`config.mk`:
```
export PLATFORM = sky130hd
export DESIGN_NAME = prom_iram_seq_flat
export DESIGN_NICKNAME = d
export VERILOG_FILES = /design/src/rtl/cadr_pkg.sv /design/src/rtl/prom_iram_seq_if.sv /design/src/rtl/prom_valid_pipe.sv /design/src/rtl/prom_iram_seq.sv /design/src/flat_wrapper.sv
export SDC_FILE = /design/constraint.sdc
export NUM_CORES = 1
export LEC_CHECK = 0
export ABC_CLOCK_PERIOD_IN_PS = 1000
export CORE_MARGIN = 2
export CORE_UTILIZATION = 24
export DETAILED_ROUTE_END_ITERATION = 10
export PLACE_DENSITY = 0.72
export SLEW_MARGIN = 30
export SYNTH_ARGS = -nofsm -noshare
export SYNTH_HDL_FRONTEND = slang
export SYNTH_SLANG_ARGS = --single-unit
```
`constraint.sdc`:
```
create_clock -name clk -period 1 [get_ports clk]
set_input_delay 0.2 -clock clk [delete_from_list [all_inputs] [get_ports clk]]
set_output_delay 0.2 -clock clk [all_outputs]
set_load 0.005 [all_outputs]
```
`src/rtl/cadr_pkg.sv`:
```
// Shared definitions for the microcode fetch-source sequencer: state encoding,
// PROM geometry and the bottom-1k region test.
package cadr_pkg;

  typedef enum logic [1:0] {
    ST_IDLE  = 2'd0,
    ST_WRITE = 2'd1,
    ST_DEBUG = 2'd2
  } state_t;

  localparam int PC_BITS          = 14;
  localparam int PROM_WORDS       = 512;
  localparam int PROM_ADDR_BITS   = $clog2(PROM_WORDS);
  localparam int PROM_REGION_BITS = 10;

  // PROM only shadows the bottom 1k of microcode space.
  function automatic logic in_prom_region(input logic [PC_BITS-1:0] pc);
    return pc[PC_BITS-1:PROM_REGION_BITS] == '0;
  endfunction

endpackage

```
`src/rtl/prom_iram_seq_if.sv`:
```
// Fetch-path bundle between the microcode sequencer/debug side (master)
// and the fetch-source sequencer (slave).
interface prom_iram_seq_if;
  import cadr_pkg::*;

  // fetch/pc/iwrite are sampled in the cycle fetch is high; no ready exists,
  // the sequencer must instead hold pc while stall is high. dbg_req is a level
  // request, answered by the idebug level plus a one-cycle dbg_ack on entry.
  logic                      fetch;
  logic [PC_BITS-1:0]        pc;
  logic                      iwrite;
  logic                      dbg_req;
  logic                      promdis_wr;
  logic                      promdis_data;
  logic                      promenable;
  logic [PROM_ADDR_BITS-1:0] promaddr;
  logic                      prom_valid;
  logic                      promdisabled;
  logic                      idebug;
  logic                      dbg_ack;
  logic                      iwrited;
  logic                      iram_we;
  logic                      stall;

  modport master (
    output fetch, pc, iwrite, dbg_req, promdis_wr, promdis_data,
    input  promenable, promaddr, prom_valid, promdisabled,
           idebug, dbg_ack, iwrited, iram_we, stall
  );

  modport slave (
    input  fetch, pc, iwrite, dbg_req, promdis_wr, promdis_data,
    output promenable, promaddr, prom_valid, promdisabled,
           idebug, dbg_ack, iwrited, iram_we, stall
  );

endinterface

```
`src/rtl/prom_valid_pipe.sv`:
```
// PROM read-valid delay line: the enable reappears PROM_LAT cycles later;
// synchronous flush drops anything in flight.
module prom_valid_pipe #(
  parameter int PROM_LAT = 1
) (
  input  logic clk,
  input  logic flush,
  input  logic in_valid,
  output logic out_valid
);

  logic [PROM_LAT-1:0] sr;

  always_ff @(posedge clk) begin
    if (flush) begin
      sr <= '0;
    end else begin
      sr[0] <= in_valid;
      for (int i = 1; i < PROM_LAT; i++) begin
        sr[i] <= sr[i-1];
      end
    end
  end

  assign out_valid = sr[PROM_LAT-1];

endmodule

```
`src/rtl/prom_iram_seq.sv`:
```
// Chooses the instruction source per fetch (boot PROM, IRAM, debug-forced IR),
// runs the multi-cycle IRAM write and holds the PROM-disable latch.
module prom_iram_seq
  import cadr_pkg::*;
#(
  parameter int IWR_CYCLES = 2,
  parameter int PROM_LAT   = 1
) (
  input  logic               clk,
  input  logic               reset,
  prom_iram_seq_if.slave     bus,
  output state_t             dbg_state
);

  localparam int CW = (IWR_CYCLES > 2) ? $clog2(IWR_CYCLES) : 1;

  state_t        state, state_nxt, prev_state;
  logic [CW-1:0] wr_cnt;
  logic          wr_from_dbg;
  logic          promdisabled_q;
  logic          wr_start;

  assign wr_start  = (state != ST_WRITE) && (state_nxt == ST_WRITE);
  assign dbg_state = state;

  // State register, write counter and where the write was launched from.
  always_ff @(posedge clk) begin
    if (reset) begin
      state       <= ST_IDLE;
      prev_state  <= ST_IDLE;
      wr_cnt      <= '0;
      wr_from_dbg <= 1'b0;
    end else begin
      state      <= state_nxt;
      prev_state <= state;
      if (wr_start) begin
        wr_cnt      <= CW'(IWR_CYCLES - 1);
        wr_from_dbg <= (state == ST_DEBUG);
      end else if (state == ST_WRITE && wr_cnt != '0) begin
        wr_cnt <= wr_cnt - CW'(1);
      end
    end
  end

  // A write launched from DEBUG resumes DEBUG directly; one from IDLE goes
  // back through IDLE so a pending dbg_req is seen one cycle later.
  always_comb begin
    state_nxt = state;
    case (state)
      ST_IDLE: begin
        if (bus.fetch && bus.iwrite) state_nxt = ST_WRITE;
        else if (bus.dbg_req)        state_nxt = ST_DEBUG;
      end
      ST_WRITE: begin
        if (wr_cnt == '0)
          state_nxt = (wr_from_dbg && bus.dbg_req) ? ST_DEBUG : ST_IDLE;
      end
      ST_DEBUG: begin
        if (bus.fetch && bus.iwrite) state_nxt = ST_WRITE;
        else if (!bus.dbg_req)       state_nxt = ST_IDLE;
      end
      default: state_nxt = ST_IDLE;
    endcase
  end

  always_comb begin
    bus.iwrited    = (state == ST_WRITE);
    bus.stall      = (state == ST_WRITE);
    bus.iram_we    = (state == ST_WRITE) && (wr_cnt == '0);
    bus.idebug     = (state == ST_DEBUG);
    bus.dbg_ack    = (state == ST_DEBUG) && (prev_state == ST_IDLE);
    bus.promenable = bus.fetch && in_prom_region(bus.pc) && !promdisabled_q
                     && (state == ST_IDLE);
  end

  always_ff @(posedge clk) begin
    if (reset)               promdisabled_q <= 1'b0;
    else if (bus.promdis_wr) promdisabled_q <= bus.promdis_data;
  end

  assign bus.promdisabled = promdisabled_q;
  assign bus.promaddr     = bus.pc[PROM_ADDR_BITS-1:0];

  prom_valid_pipe #(.PROM_LAT(PROM_LAT)) u_valid_pipe (
    .clk       (clk),
    .flush     (reset),
    .in_valid  (bus.promenable),
    .out_valid (bus.prom_valid)
  );

endmodule

```
`src/flat_wrapper.sv`:
```
// flat-port wrapper written by rule: the top's interface ports become plain ports
module prom_iram_seq_flat import cadr_pkg::*;
#(
  parameter int IWR_CYCLES = 2,
  parameter int PROM_LAT   = 1
)
  (clk, reset, dbg_state, bus_fetch, bus_pc, bus_iwrite, bus_dbg_req, bus_promdis_wr, bus_promdis_data, bus_promenable, bus_promaddr, bus_prom_valid, bus_promdisabled, bus_idebug, bus_dbg_ack, bus_iwrited, bus_iram_we, bus_stall);
  prom_iram_seq_if bus_i ();
  input  logic clk;
  input  logic reset;
  output state_t dbg_state;
  input wire logic [$bits(bus_i.fetch)-1:0] bus_fetch;
  input wire logic [$bits(bus_i.pc)-1:0] bus_pc;
  input wire logic [$bits(bus_i.iwrite)-1:0] bus_iwrite;
  input wire logic [$bits(bus_i.dbg_req)-1:0] bus_dbg_req;
  input wire logic [$bits(bus_i.promdis_wr)-1:0] bus_promdis_wr;
  input wire logic [$bits(bus_i.promdis_data)-1:0] bus_promdis_data;
  output wire logic [$bits(bus_i.promenable)-1:0] bus_promenable;
  output wire logic [$bits(bus_i.promaddr)-1:0] bus_promaddr;
  output wire logic [$bits(bus_i.prom_valid)-1:0] bus_prom_valid;
  output wire logic [$bits(bus_i.promdisabled)-1:0] bus_promdisabled;
  output wire logic [$bits(bus_i.idebug)-1:0] bus_idebug;
  output wire logic [$bits(bus_i.dbg_ack)-1:0] bus_dbg_ack;
  output wire logic [$bits(bus_i.iwrited)-1:0] bus_iwrited;
  output wire logic [$bits(bus_i.iram_we)-1:0] bus_iram_we;
  output wire logic [$bits(bus_i.stall)-1:0] bus_stall;
  assign bus_i.fetch = bus_fetch;
  assign bus_i.pc = bus_pc;
  assign bus_i.iwrite = bus_iwrite;
  assign bus_i.dbg_req = bus_dbg_req;
  assign bus_i.promdis_wr = bus_promdis_wr;
  assign bus_i.promdis_data = bus_promdis_data;
  assign bus_promenable = bus_i.promenable;
  assign bus_promaddr = bus_i.promaddr;
  assign bus_prom_valid = bus_i.prom_valid;
  assign bus_promdisabled = bus_i.promdisabled;
  assign bus_idebug = bus_i.idebug;
  assign bus_dbg_ack = bus_i.dbg_ack;
  assign bus_iwrited = bus_i.iwrited;
  assign bus_iram_we = bus_i.iram_we;
  assign bus_stall = bus_i.stall;
  prom_iram_seq #(.IWR_CYCLES(IWR_CYCLES), .PROM_LAT(PROM_LAT)) u_core (.clk(clk), .reset(reset), .bus(bus_i), .dbg_state(dbg_state));
endmodule
```
### Yosys cells after proc, flatten, opt, wreduce, memory -nomap -nowiden

Index checks and enable logic that the tools add are counted.

| operators by class | value |
|---|---|
| bitwise gates (word level) | 1 |
| eq/ne operators | 4 |
| reductions and logical operators | 14 |
| add/sub/neg operators | 1 |
| muxes and demuxes | 9 |

Operators by type and width:

| operator | count |
|---|---|
| $mux W2 | 6 |
| $logic_and A1 B1 Y1 | 9 |
| $pmux W2 S3 | 1 |
| $eq A2 B1 Y1 const B | 2 |
| $logic_not A2 Y1 | 2 |
| $logic_not A4 Y1 | 1 |
| $eq A2 B2 Y1 const B | 1 |
| $mux W1 | 2 |
| $ne A2 B1 Y1 const B | 1 |
| $reduce_bool A2 Y1 | 1 |
| $logic_not A1 Y1 | 1 |
| $not A1 Y1 | 1 |
| $sub A1 B1 Y1 const B | 1 |

| word-level totals | value |
|---|---|
| output and inout port bits | 19 |
| logic and storage cells | 35 |
| register bits | 8 |

### Longest topological paths before layout

| logic depth | value |
|---|---|
| word-level depth | 7 |
| depth in mapped cells | 4 |
| depth with buffers taken out | 4 |

### Modules after synthesis

Synthesis repeated with hierarchy kept, for this count alone.

| second synthesis, totals | value |
|---|---|
| cells, all modules | 41 |
| area total of the unflattened synthesis | 400.4 um^2 |

By module, submodules not included:

| module | sequential area each (um^2) | times used | area an instance (um^2) | cells each |
|---|---|---|---|---|
| prom_iram_seq | 140.1 | 1 | 366.6 | 39 |
| prom_valid_pipe | 20.0 | 1 | 33.8 | 2 |

### Worst setup path before layout

OpenSTA, ideal clock, no wires.

| path | value |
|---|---|
| kind | flip-flop to output port |
| start | register u_core.state[1] (netlist: u_core.dbg_state[1]) |
| end | output port bus_promenable |
| path slack | -0.102 ns |
| stages on the path, launching flop included | 4 |
| buffers on the path | 0 |
| arrival | 0.902 ns |
| cells stage by stage | dfxtp_1 nor4_1 nand3b_1 nor3_1 |

| between the ends | value |
|---|---|
| longest elaborated chain between the ends | 2 |

Ends and longest elaborated chain:

| element | line | text |
|---|---|---|
| start, declared | prom_iram_seq.sv:17 | `state_t state, state_nxt, prev_state;` |
| start signal, assigned | prom_iram_seq.sv:34 | `state <= state_nxt;` |
| $logic_not A2 Y1 | prom_iram_seq.sv:73 | `&& (state == ST_IDLE);` |
| $logic_and A1 B1 Y1 | prom_iram_seq.sv:73 |  |
| end, declared | flat_wrapper.sv:18 | `output wire logic [$bits(bus_i.promenable)-1:0] bus_promenable;` |

Every way passes these cells.

### Final worst setup path

Same ends and word-level chain as after synthesis.

==> results.cfg <==
[run_status]
status = finished, violations left
violations = negative setup slack

[synth]
synth_top_family_by_area = simple AND/OR/NAND/NOR gates
synth-simple-area-share = 0.2632
netlist_area_um2 = 380.4
synth_top_area_share = 0.4211
synth_fa_ha_area_frac = 0
yosys-top-cells-area = dfxtp_1 42%, buf_4 20%, mux2i_1 5.3%
synth_area_leader_cell = dfxtp_1
synth.area.mux_share = 0.05263
ys_seq_area_frac = 0.4211
synth.avg_cell_area_um2 = 9.277
synth_xor_area_frac = 0
syn_nets = 62
synth_compound_area_frac = 0.04605
ys_types = 17
synth.ff_latch_count = 8
yosysWarnings = 0
syn_inst = 41

[sta]
finalHoldViolations = 0
fmax_ghz = 0.7080
hold_ws_ns = 0.4000
setup_tns_ns = -1.930
fin_crit_sh = 1.412
rsz0062_at_grt = true
fin_skew_ns = 0.005981
setup_slack_ns = -0.4123
slew_headroom = 0.8500
tightest_slew_ns = 0.2242
slew_viol_final = 0
setup_viol = 9
period_minus_slack_ns = 1.412

[min_path]
hold_path.class = input port to output port

[setup_path]
crit_start = u_core.dbg_state[1]
cpMaxStageDelayCell = dfxtp_2
rr_endpoint = u_core.dbg_state[1]
reg2reg_slack_ns = -0.06
slowest_delay_ns = 0.33
cp.buffers_inverters = 2
ff2ff_path_depth = 3
endpoint = bus_promenable
critical_path_class = flip-flop to output port
crit_arrival_ns = 1.21
path_cells = nor4_2, nand3b_1, buf_4, nor3_4, buf_2
rr_startpoint = u_core.dbg_state[0]
worst-path-stages = 5
required_ns = 0.80
critPathLaunchType = flip-flop
crit_path_max_fanout = 3
crit_family = simple AND/OR/NAND/NOR gates
crit_path_end_kind = output port

[placed_design]
portBuffers = 20
postPlaceCellArea_um2 = 588.1
dp_hpwl_um = 660.8
dp_cells = 74
gp_congestion = 0.7453

[floorplan]
die_area_um2 = 1919
die_height_um = 43.81
die-width_um = 43.81
pin_count = 40
start_util = 0.2555
core_um2 = 1489
num_rows = 14

[drt]
viasPerCell = 4.325
vias = 359
drc = 0
wl_um = 874
drt_iter0_markers = 3
detail-route-antenna-nets = 0
drtPass1Iterations = 2
detail_route.wl_per_cell_um = 10.53

[power]
power.density_nw_per_um2 = 1104
vdd_ir_drop_max_mv = 0.8125
power_leakage_nw = 0.3107

[global_route]
grt_use_total = 0.1022
overflow = 0
grt_pass1_vias = 360
grt_pass1_wl_um = 1442
grt_start_max_net_pins = 6
antenna_found_initial = 0

[layout]
syn2layout_area_growth_pct = 77.30
post-route-util = 0.4529
drive_above_1_share = 0.5373
n_antenna_cell = 0
fin_nets = 90
final_cells = 83
final_cell_area_um2 = 674.4

[clock_tree]
cts_buffer_depth = 2
cts-root-buf = clkbuf_4
numCtsBuffers = 3
cts_tree = done
clk-insertion-delay-late_ns = 0.25
clock-sinks = 8
path_clk_slew_ns = 0.05
htreeDepth = 1
ctsHoldBuffers = 0

[job]
cap_viol_max_count = 0
[power by group]
group,internal (W),switching (W)
Clock,0.000137,0.000109
Sequential,0.000333,0.0000114
Combinational,0.000102,0.0000524
Total,0.000572,0.000173
[placed cells by master, fill, tap and decap left out]
cell type,count
dfxtp_2,2
dlygate4sd2_1,3
mux2i_1,2
nor3_4,1
nor2_2,1
nor4_2,1
nor3b_2,1
dfxtp_1,5
nor2b_4,1
nor2_1,2
nand3b_1,2
buf_6,4
clkbuf_4,3
a21oi_1,2
inv_4,1
inv_1,1
buf_4,11
clkdlybuf4s50_1,7
clkdlybuf4s15_1,1
nand2b_4,1
and4b_1,1
buf_2,7
nor2b_1,2
nor4_4,1
nand2_1,2
dfxtp_4,1
o31ai_1,1
[cells in the mapped netlist, drive strengths merged]
cell     n
a21oi    2
dfxtp    8
mux2i    2
nor3     1
and4b    1
buf     10
o31ai    1
nor2     3
nand2    2
nand3b   2
nor2b    3
nor4     2
inv      2
nand2b   1
nor3b    1
[state kept, by name (all words and copies together), names as in the netlist]
name and count:
u_core.wr_cnt 1, u_core.u_valid_pipe.out_valid 1, u_core.wr_from_dbg 1, u_core.prev_state 2, u_core.dbg_state 2, u_core.bus.promdisabled 1
[metrics by stage]
step	power [W]	setup slack (ns)
after floorplan	0.0004152	0.02761
after global placement	0.0004857	-0.8311
after detailed placement	0.0004878	-0.8927
after CTS	0.0007435	-0.4270
after global routing	0.0007854	-0.5038
final	0.0007444	-0.4123
[logic make-up (layout without fill, tap and decap cells)]
logic type	after synthesis	count (layout)
AND/OR/NAND/NOR	16	16
AO/OA/AOI/OAI	3	3
flip-flops	8	8
buffers and inverters	12	38
multiplexers	2	2
[routing by layer]
layer  global-route usage  wire length (µm)
met4              0.02424                 0
met3              0.07500               124
met1               0.1091               310
met5                    0                 0
met2               0.1618               439
[how the worst min path moves through the flow]
stage / startpoint / to / slack, ns / cells after the start
finish: bus_pc[4] / bus_promaddr[4] / 0.40 / 0
global route: bus_pc[6] / bus_promaddr[6] / 0.40 / 0
CTS: bus_pc[3] / bus_promaddr[3] / 0.40 / 0
detailed placement: bus_pc[3] / bus_promaddr[3] / 0.40 / 0
global placement: bus_pc[3] / bus_promaddr[3] / 0.40 / 0
floorplan: reset / u_core.dbg_state[0] / 0.27 / 1
[final cells by class]
cell class,instances,area (µm²)
fill,145,814.5
timing repair buffer,33,269.0
multi-input combinational,21,186.4
sequential,8,166.4
clock buffer,3,22.52
tap,16,20.02
inverter,2,10.01
[timing repair]
action | CTS | global route
setup buffers | 10 | 2
resized for setup | 51 | 5
pin swaps | 4 | 4
setup endpoints to repair | 14 | 13
(Power assumes the default switching activity.)
